==> src/rtl/serial_twos_negator_pkg.sv <==
// rtl/serial_twos_negator_pkg.sv - shared state and mode encodings for the bit-serial negator
package serial_twos_negator_pkg;

    typedef enum logic [1:0] {
        ST_IDLE = 2'd0,
        ST_RUN  = 2'd1,
        ST_DONE = 2'd2
    } state_e;

    localparam logic MODE_NEG = 1'b0;
    localparam logic MODE_ABS = 1'b1;

endpackage

==> src/rtl/serial_twos_negator_neg_bit_cell.sv <==
// rtl/serial_twos_negator_neg_bit_cell.sv - one bit of the serial two's-complement (invert, add carry)
module neg_bit_cell (
    input  logic b,
    input  logic carry_in,
    input  logic invert,
    output logic r,
    output logic carry_out
);

    always_comb begin
        if (invert) begin
            r         = ~b ^ carry_in;
            carry_out = ~b & carry_in;
        end else begin
            r         = b;
            carry_out = carry_in;
        end
    end

endmodule

==> src/rtl/serial_twos_negator.sv <==
// rtl/serial_twos_negator.sv - bit-serial negate / absolute value, LSB first, start/done handshake
module serial_twos_negator
    import serial_twos_negator_pkg::*;
#(
    parameter int WIDTH = 8
) (
    input  logic             clk,
    input  logic             reset,
    input  logic             start,
    input  logic             mode,
    input  logic [WIDTH-1:0] din,
    output logic             ready,
    output logic             busy,
    output logic             done,
    output logic [WIDTH-1:0] dout,
    output logic             overflow
);

    localparam int CW = (WIDTH > 1) ? $clog2(WIDTH) : 1;
    localparam logic [CW-1:0]    LAST    = CW'(WIDTH - 1);
    localparam logic [WIDTH-1:0] MIN_VAL = {1'b1, {(WIDTH-1){1'b0}}};

    state_e           state_q, state_d;
    logic [WIDTH-1:0] sr_q, sr_d;
    logic [WIDTH-1:0] res_q, res_d;
    logic [WIDTH-1:0] dout_q, dout_d;
    logic [CW-1:0]    cnt_q, cnt_d;
    logic             carry_q, carry_d;
    logic             mode_q, mode_d;
    logic             sign_q, sign_d;
    logic             min_q, min_d;
    logic             ovf_q, ovf_d;

    logic invert;
    logic cell_r;
    logic cell_c;

    // Abs of a non-negative operand passes bits through untouched.
    assign invert = (mode_q == MODE_NEG) || sign_q;

    neg_bit_cell u_cell (
        .b         (sr_q[0]),
        .carry_in  (carry_q),
        .invert    (invert),
        .r         (cell_r),
        .carry_out (cell_c)
    );

    always_ff @(posedge clk or posedge reset) begin
        if (reset) begin
            state_q <= ST_IDLE;
            sr_q    <= '0;
            res_q   <= '0;
            dout_q  <= '0;
            cnt_q   <= '0;
            carry_q <= 1'b0;
            mode_q  <= MODE_NEG;
            sign_q  <= 1'b0;
            min_q   <= 1'b0;
            ovf_q   <= 1'b0;
        end else begin
            state_q <= state_d;
            sr_q    <= sr_d;
            res_q   <= res_d;
            dout_q  <= dout_d;
            cnt_q   <= cnt_d;
            carry_q <= carry_d;
            mode_q  <= mode_d;
            sign_q  <= sign_d;
            min_q   <= min_d;
            ovf_q   <= ovf_d;
        end
    end

    always_comb begin
        state_d = state_q;
        sr_d    = sr_q;
        res_d   = res_q;
        dout_d  = dout_q;
        cnt_d   = cnt_q;
        carry_d = carry_q;
        mode_d  = mode_q;
        sign_d  = sign_q;
        min_d   = min_q;
        ovf_d   = ovf_q;

        case (state_q)
            ST_IDLE: begin
                if (start) begin
                    sr_d    = din;
                    res_d   = '0;
                    mode_d  = mode;
                    sign_d  = din[WIDTH-1];
                    min_d   = (din == MIN_VAL);
                    carry_d = 1'b1;
                    cnt_d   = '0;
                    state_d = ST_RUN;
                end
            end
            ST_RUN: begin
                sr_d    = {1'b0, sr_q[WIDTH-1:1]};
                res_d   = {cell_r, res_q[WIDTH-1:1]};
                carry_d = cell_c;
                cnt_d   = cnt_q + CW'(1);
                if (cnt_q == LAST) begin
                    // Final carry out is dropped; only the most-negative operand overflows.
                    dout_d  = {cell_r, res_q[WIDTH-1:1]};
                    ovf_d   = invert & min_q;
                    cnt_d   = '0;
                    state_d = ST_DONE;
                end
            end
            ST_DONE: begin
                state_d = ST_IDLE;
            end
            default: begin
                state_d = ST_IDLE;
            end
        endcase
    end

    assign ready    = (state_q == ST_IDLE);
    assign busy     = (state_q == ST_RUN);
    assign done     = (state_q == ST_DONE);
    assign dout     = dout_q;
    assign overflow = ovf_q;

endmodule

==> config.mk <==
export PLATFORM = sky130hd
export DESIGN_NAME = serial_twos_negator
export DESIGN_NICKNAME = d
export VERILOG_FILES = /design/src/rtl/serial_twos_negator_pkg.sv /design/src/rtl/serial_twos_negator_neg_bit_cell.sv /design/src/rtl/serial_twos_negator.sv
export SDC_FILE = /design/constraint.sdc
export NUM_CORES = 1
export LEC_CHECK = 0
export CAP_MARGIN = 10
export CORE_UTILIZATION = 52
export CTS_BUF_LIST = sky130_fd_sc_hd__clkbuf_16
export CTS_CLUSTER_DIAMETER = 40
export CTS_CLUSTER_SIZE = 20
export DETAILED_ROUTE_END_ITERATION = 8
export PLACE_DENSITY = 0.85
export SETUP_SLACK_MARGIN = 0.1
export SLEW_MARGIN = 25
export SYNTH_ARGS = -nofsm -noshare
export SYNTH_HDL_FRONTEND = slang
export SYNTH_SLANG_ARGS = --single-unit
==> constraint.sdc <==
create_clock -name clk -period 1.8 [get_ports clk]
set_input_delay 0.36 -clock clk [delete_from_list [all_inputs] [get_ports clk]]
set_output_delay 0.36 -clock clk [all_outputs]
set_load 0.02 [all_outputs]
---- Word-level counts from Yosys, hierarchy flattened ----
Cells that the tools add are included.
storage, ports and cells
  flip-flop bits (word level) ............. 34
  latch bits .............................. 0
  memory bits (writable) .................. 0
  bits in read-only memories .............. 0
  input port bits ......................... 12
  output and inout port bits .............. 12
  word-level logic and storage cells ...... 45
  memories kept ........................... 0
cells by class
  add/subtract/negate cells ............... 1
  multiply operators ...................... 0
  divide/modulo/power cells ............... 0
  magnitude comparators ................... 0
  equal/unequal tests ..................... 7
  shifts and indexed selects .............. 0
  multiplexer cells ....................... 14
  bitwise operators ....................... 5
  reductions and logical operators ........ 8
operators with widths
  operator               count
  $pmux W8 S2            2
  $mux W8                2
  $eq A8 B8 Y1 const B   1
  $reduce_and A2 Y1      4
  $mux W3                2
  $pmux W3 S2            1
  $mux W2                2
  $ne A2 B1 Y1 const B   2
  $pmux W2 S2            1
  $add A3 B1 Y3 const B  1
  $eq A3 B3 Y1 const B   1
  $mux W1                3
  $reduce_and A3 Y1      1
  $and A1 B1 Y1          2
  $eq A2 B1 Y1 const B   1
  $eq A2 B2 Y1 const B   1
  $logic_not A2 Y1       1
  $ne A2 B2 Y1 const B   1
  $not A1 Y1             2
  $pmux W1 S2            1
  $reduce_bool A2 Y1     1
  $logic_or A1 B1 Y1     1
  $xor A1 B1 Y1          1

---- Longest topological paths before layout ----
  word-level depth ........................ 4
  depth in mapped cells ................... 6
  depth with buffers taken out ............ 5

---- By module ----
From an unflattened synthesis, not the netlist that was laid out.
unflattened totals
  cell total of the unflattened synthesis .. 124
  area, all modules ....................... 1496.4 um^2
by module, submodules not included
  module               instances  cells an instance  area an instance (um^2)  sequential area each (um^2)
  serial_twos_negator  1          120                1457.6                   825.8
  neg_bit_cell         1          4                  38.8                     0.0

---- Worst setup path after synthesis ----
OpenSTA, ideal clock, no wires.
  path type ............................... reg2reg
  from .................................... register cnt_q[0]
  to ...................................... register dout_q[0], in the netlist dout[0]
  library setup time ...................... 0.125 ns
  arrival ................................. 1.425 ns
  required time ........................... 1.675 ns
  path slack .............................. 0.250 ns
  cell stages (with the launch flop) ...... 6
  buffers on the path ..................... 1
  period minus slack after synthesis ...... 1.550 ns
  path through ............................ dfrtp_1 ha_1 ha_1 nand3b_1 buf_2 mux2_2
between the ends
  longest elaborated chain between the ends .. 2
ends and longest elaborated chain
  item                                RTL line                    RTL
  from (decl)                         serial_twos_negator.sv:27   logic [CW-1:0] cnt_q, cnt_d;
  from (signal assigned)              serial_twos_negator.sv:66   cnt_q <= cnt_d;
  $eq A3 B3 Y1                        serial_twos_negator.sv:105  if (cnt_q == LAST) begin
  $reduce_and A2 Y1 (no source line)  -
  to (signal assigned)                serial_twos_negator.sv:65   dout_q <= dout_d;
  to (decl)                           serial_twos_negator.sv:26   logic [WIDTH-1:0] dout_q, dout_d;
Every way passes these cells.
A chain may end at the register's enable or synchronous reset.

---- Worst setup path after layout ----
  from .................................... register state_q[1]
  to ...................................... output port busy
between the ends
  longest elaborated chain between the ends .. 1
ends and longest elaborated chain
  item                    RTL line                    RTL
  from (decl)             serial_twos_negator.sv:23   state_e state_q, state_d;
  from (signal assigned)  serial_twos_negator.sv:62   state_q <= state_d;
  $eq A2 B1 Y1            serial_twos_negator.sv:123  assign busy = (state_q == ST_RUN);
  to (decl)               serial_twos_negator.sv:13   output logic busy,
Every way passes these cells.

==> key figures <==
Clocking
  – Reg clk slew, reported paths: 0.05 ns
  – TritonCTS clock tree: done
  – Setup bufs post-CTS: 0
  – Clock sink count: 33
  – Hold_buf cts: 0
  – CTS Buf Count: 5
  – CTS Buffer Depth: 2
  – Clock H-tree levels: 2
  – Clock Tree Root: clkbuf_16
  – Worst-Skew Late Latency: 0.28 ns

Timing
  – Worst-Margin Slew: 0.553 ns
  – Hold Vio Cnt, Final: 0
  – Final setup viols: 0
  – F_max: 624 MHz
  – Tmin final: 1.60 ns
  – WHS: 0.470 ns
  – Skew final: 0.00804 ns
  – RSZ-0062 raised after global routing: no
  – Setup TNS: 0 ns
  – Final-report max-slew violation count: 0
  – Slew HR: 63.1%
  – Fin crit share: 89.0%

Synthesis
  – Mean Syn Cell Area: 10.5 µm²
  – Syn Inst Count: 144
  – Post-Syn Nets: 159
  – Synth Area in Compound Gates: 11.5%
  – Sequential share of the synthesized area: 54.9%
  – Post-Syn Area: 1510 µm²
  – Warnings, synthesis: 0
  – Largest family of logic cells by synthesized area: simple AND/OR/NAND/NOR gates
  – Multiplexer share of the synthesized area: 5.90%
  – Post-Synth Simple-Gate Area: 20.9%
  – Yosys reg bits: 33
  – Adder-cell share of the synthesized area: 2.49%
  – Post-synthesis cell type count: 27
  – Post-Synth XOR/XNOR Area: 0%

Floorplanning
  – Starting Density: 54.6%
  – Die Width: 55.8 µm
  – Core Area: 2760 µm²
  – Io pins: 24
  – Row cnt: 19
  – Die Y: 55.8 µm
  – Die area: 3110 µm²

Pwr
  – Pwr Total: 0.00336 W
  – Internal power: 0.00216 W
  – Static Leak: 0.913 nW
  – Sw Ratio: 35.8%
  – Comb pwr share: 38.7%
  – Seq pwr share: 37.6%
  – Pwr Density: 1730 nW/µm²
  – Power share of the clock group: 23.7%
  – P_sw: 0.00120 W
  – Worst-case vdd ir drop: 1620 µV

Placed design
  – # placed instances: 200
  – Hpwl dp: 2130 µm
  – Global placer's final weighted congestion: 0.795
  – I/O Buffers: 23

Finish
  – Non-Filler Instances: 208
  – Layout Utilization: 70.4%
  – Layout area overhead: 28.9%
  – Fill cells: 194
  – Final nets: 191
  – ANT cells: 0
  – Share of cells above drive strength 1: 18.1%

Global routing
  – First-pass GRT wire length: 5080 µm
  – GRT Total Usage: 22.1%
  – Vias in the first global route: 1078
  – Gr ovfl total: 0
  – Largest net degree at the start of global routing: 34
  – Antenna violations before repair: 0

Drt
  – Via count: 1165
  – Drt pass-1 iters: 4
  – DRT iter0 DRCs: 30
  – Drt total wl: 3140 µm
  – DRC: 0
  – Routed length per instance: 15.1 µm
  – Via/cell ratio: 5.60
  – Final ANT Viol Nets: 0

Setup path
  – Critical path class: register to output port
  – Critical Path Sink Type: output port
  – Nature of the critical path startpoint: register
  – Reg2reg path depth: 5
  – Crit path DAT: 1.24 ns
  – Crit path max fanout: 4
  – Worst EP required: 1.44 ns

Worst hold path
  – HP Class: input pin to asynchronous set/reset pin

Flow run
  – Maxcap violations: 0

Run status
  – Status: complete, no violations
[state kept, by name, summed over array words and instances, names as in the netlist]
signal / flops
state_q: 2
sign_q: 1
res_q: 7
carry_q: 1
cnt_q: 3
overflow: 1
min_q: 1
dout: 8
mode_q: 1
sr_q: 8
[cells in the mapped netlist]
master | count | area (µm²)
nand3_2 | 6 | 60.1
nor2_1 | 1 | 3.75
a22oi_1 | 7 | 52.6
inv_2 | 1 | 3.75
buf_4 | 1 | 7.51
ha_1 | 3 | 37.5
nor3b_1 | 1 | 7.51
inv_1 | 3 | 11.3
clkbuf_1 | 2 | 7.51
nor2b_1 | 9 | 56.3
o21ai_0 | 12 | 60.1
or3b_1 | 1 | 8.76
buf_2 | 5 | 25.0
nand3b_1 | 2 | 15.0
a21oi_1 | 7 | 35.0
nor4b_1 | 1 | 8.76
nand2b_1 | 2 | 12.5
o2bb2ai_1 | 1 | 8.76
a2bb2oi_1 | 1 | 8.76
o31ai_1 | 1 | 7.51
nor4_1 | 1 | 6.26
buf_6 | 1 | 11.3
mux2_2 | 7 | 78.8
nand2_1 | 28 | 105
dfrtp_1 | 33 | 826
mux2i_1 | 1 | 10.0
nand3_1 | 6 | 30.0
[cells in the final DEF, fill, tap and decap left out, types with 2 or more instances in the layout]
cell type / netlist / routed
nor2b_1: 9 / 9
a21oi_1: 7 / 7
dfrtp_1: 33 / 33
o21ai_0: 12 / 12
nand3b_1: 2 / 2
nand2b_1: 2 / 2
a22oi_1: 7 / 7
dlygate4sd2_1: 0 / 3
clkdlybuf4s50_1: 0 / 20
mux2_2: 7 / 7
nand3_2: 6 / 6
clkbuf_16: 0 / 5
inv_1: 3 / 4
ha_1: 3 / 3
buf_4: 1 / 11
nand2_1: 28 / 28
nand3_1: 6 / 6
clkinv_2: 0 / 2
[final timing paths]
check	to	startpoint	slack, ns
min in group clk	min_q	min_q	0.49
hold reg to reg	min_q	min_q	0.49
setup / recovery	busy	state_q[1]	0.20
hold / removal	sr_q[0]	reset	0.47
max in group asynchronous	state_q[1]	reset	1.03
setup reg to reg	dout[3]	cnt_q[0]	0.21
[power by group through the flow]
| stage | registers (W) | logic (W) | clock network (W) |
|---|---|---|---|
| final | 0.00126 | 0.00130 | 0.000796 |
| after global routing | 0.00130 | 0.00143 | 0.000833 |
| after CTS | 0.00126 | 0.00131 | 0.000808 |
| after detailed placement | 0.00127 | 0.00132 | 0 |
| after global placement | 0.00125 | 0.00126 | 0 |
| after floorplan | 0.00133 | 0.000738 | 0 |
[metal layers]
| metal | track usage, % | up-vias | routed length (µm) |
|---|---|---|---|
| li1 | - | 554 | - |
| met1 | 27.5 | 574 | 1390 |
| met2 | 36.1 | 31 | 1560 |
| met3 | 6.28 | 6 | 154 |
| met4 | 9.64 | 0 | 33 |
| met5 | 0 | - | 0 |
[per-stage QoR]
step | setup slack, ns | cell area (µm²)
floorplan | 0.250 | 1510
global placement | 0.0831 | 1810
detailed placement | 0.00450 | 1810
CTS | 0.177 | 1940
global route | 0.114 | 1940
finish | 0.198 | 1940
[cells by family (layout without fill, tap and decap cells)]
logic type,count (synthesis),count (layout)
flops,33,33
compound gates,29,29
mux,8,8
buf+inv,13,46
fa+ha+maj,3,3
simple gates,58,58
[worst max-delay path: stages, from the launching register on]
cell and delay (ns):
dfrtp_1 0.39, nand2b_1 0.19, inv_2 0.07, dlygate4sd2_1 0.32
[timing repair]
item / 4_1_cts / 5_1_grt
endpoints found under the setup margin: 3 / 0
hold endpoints to repair: 0 / 0
resized for setup: 3 / 0
[final cells by class]
type	count	area [µm²]	share of cell area [%]
multi-input cells	98	613	31.6
well taps	31	38.8	2.00
flip-flops and latches	33	826	42.6
clock buffers	5	125	6.45
repair buffers	34	309	15.9
clock inverters	3	13.8	0.709
inverters	4	15.0	0.774
(Power assumes the default switching activity.)
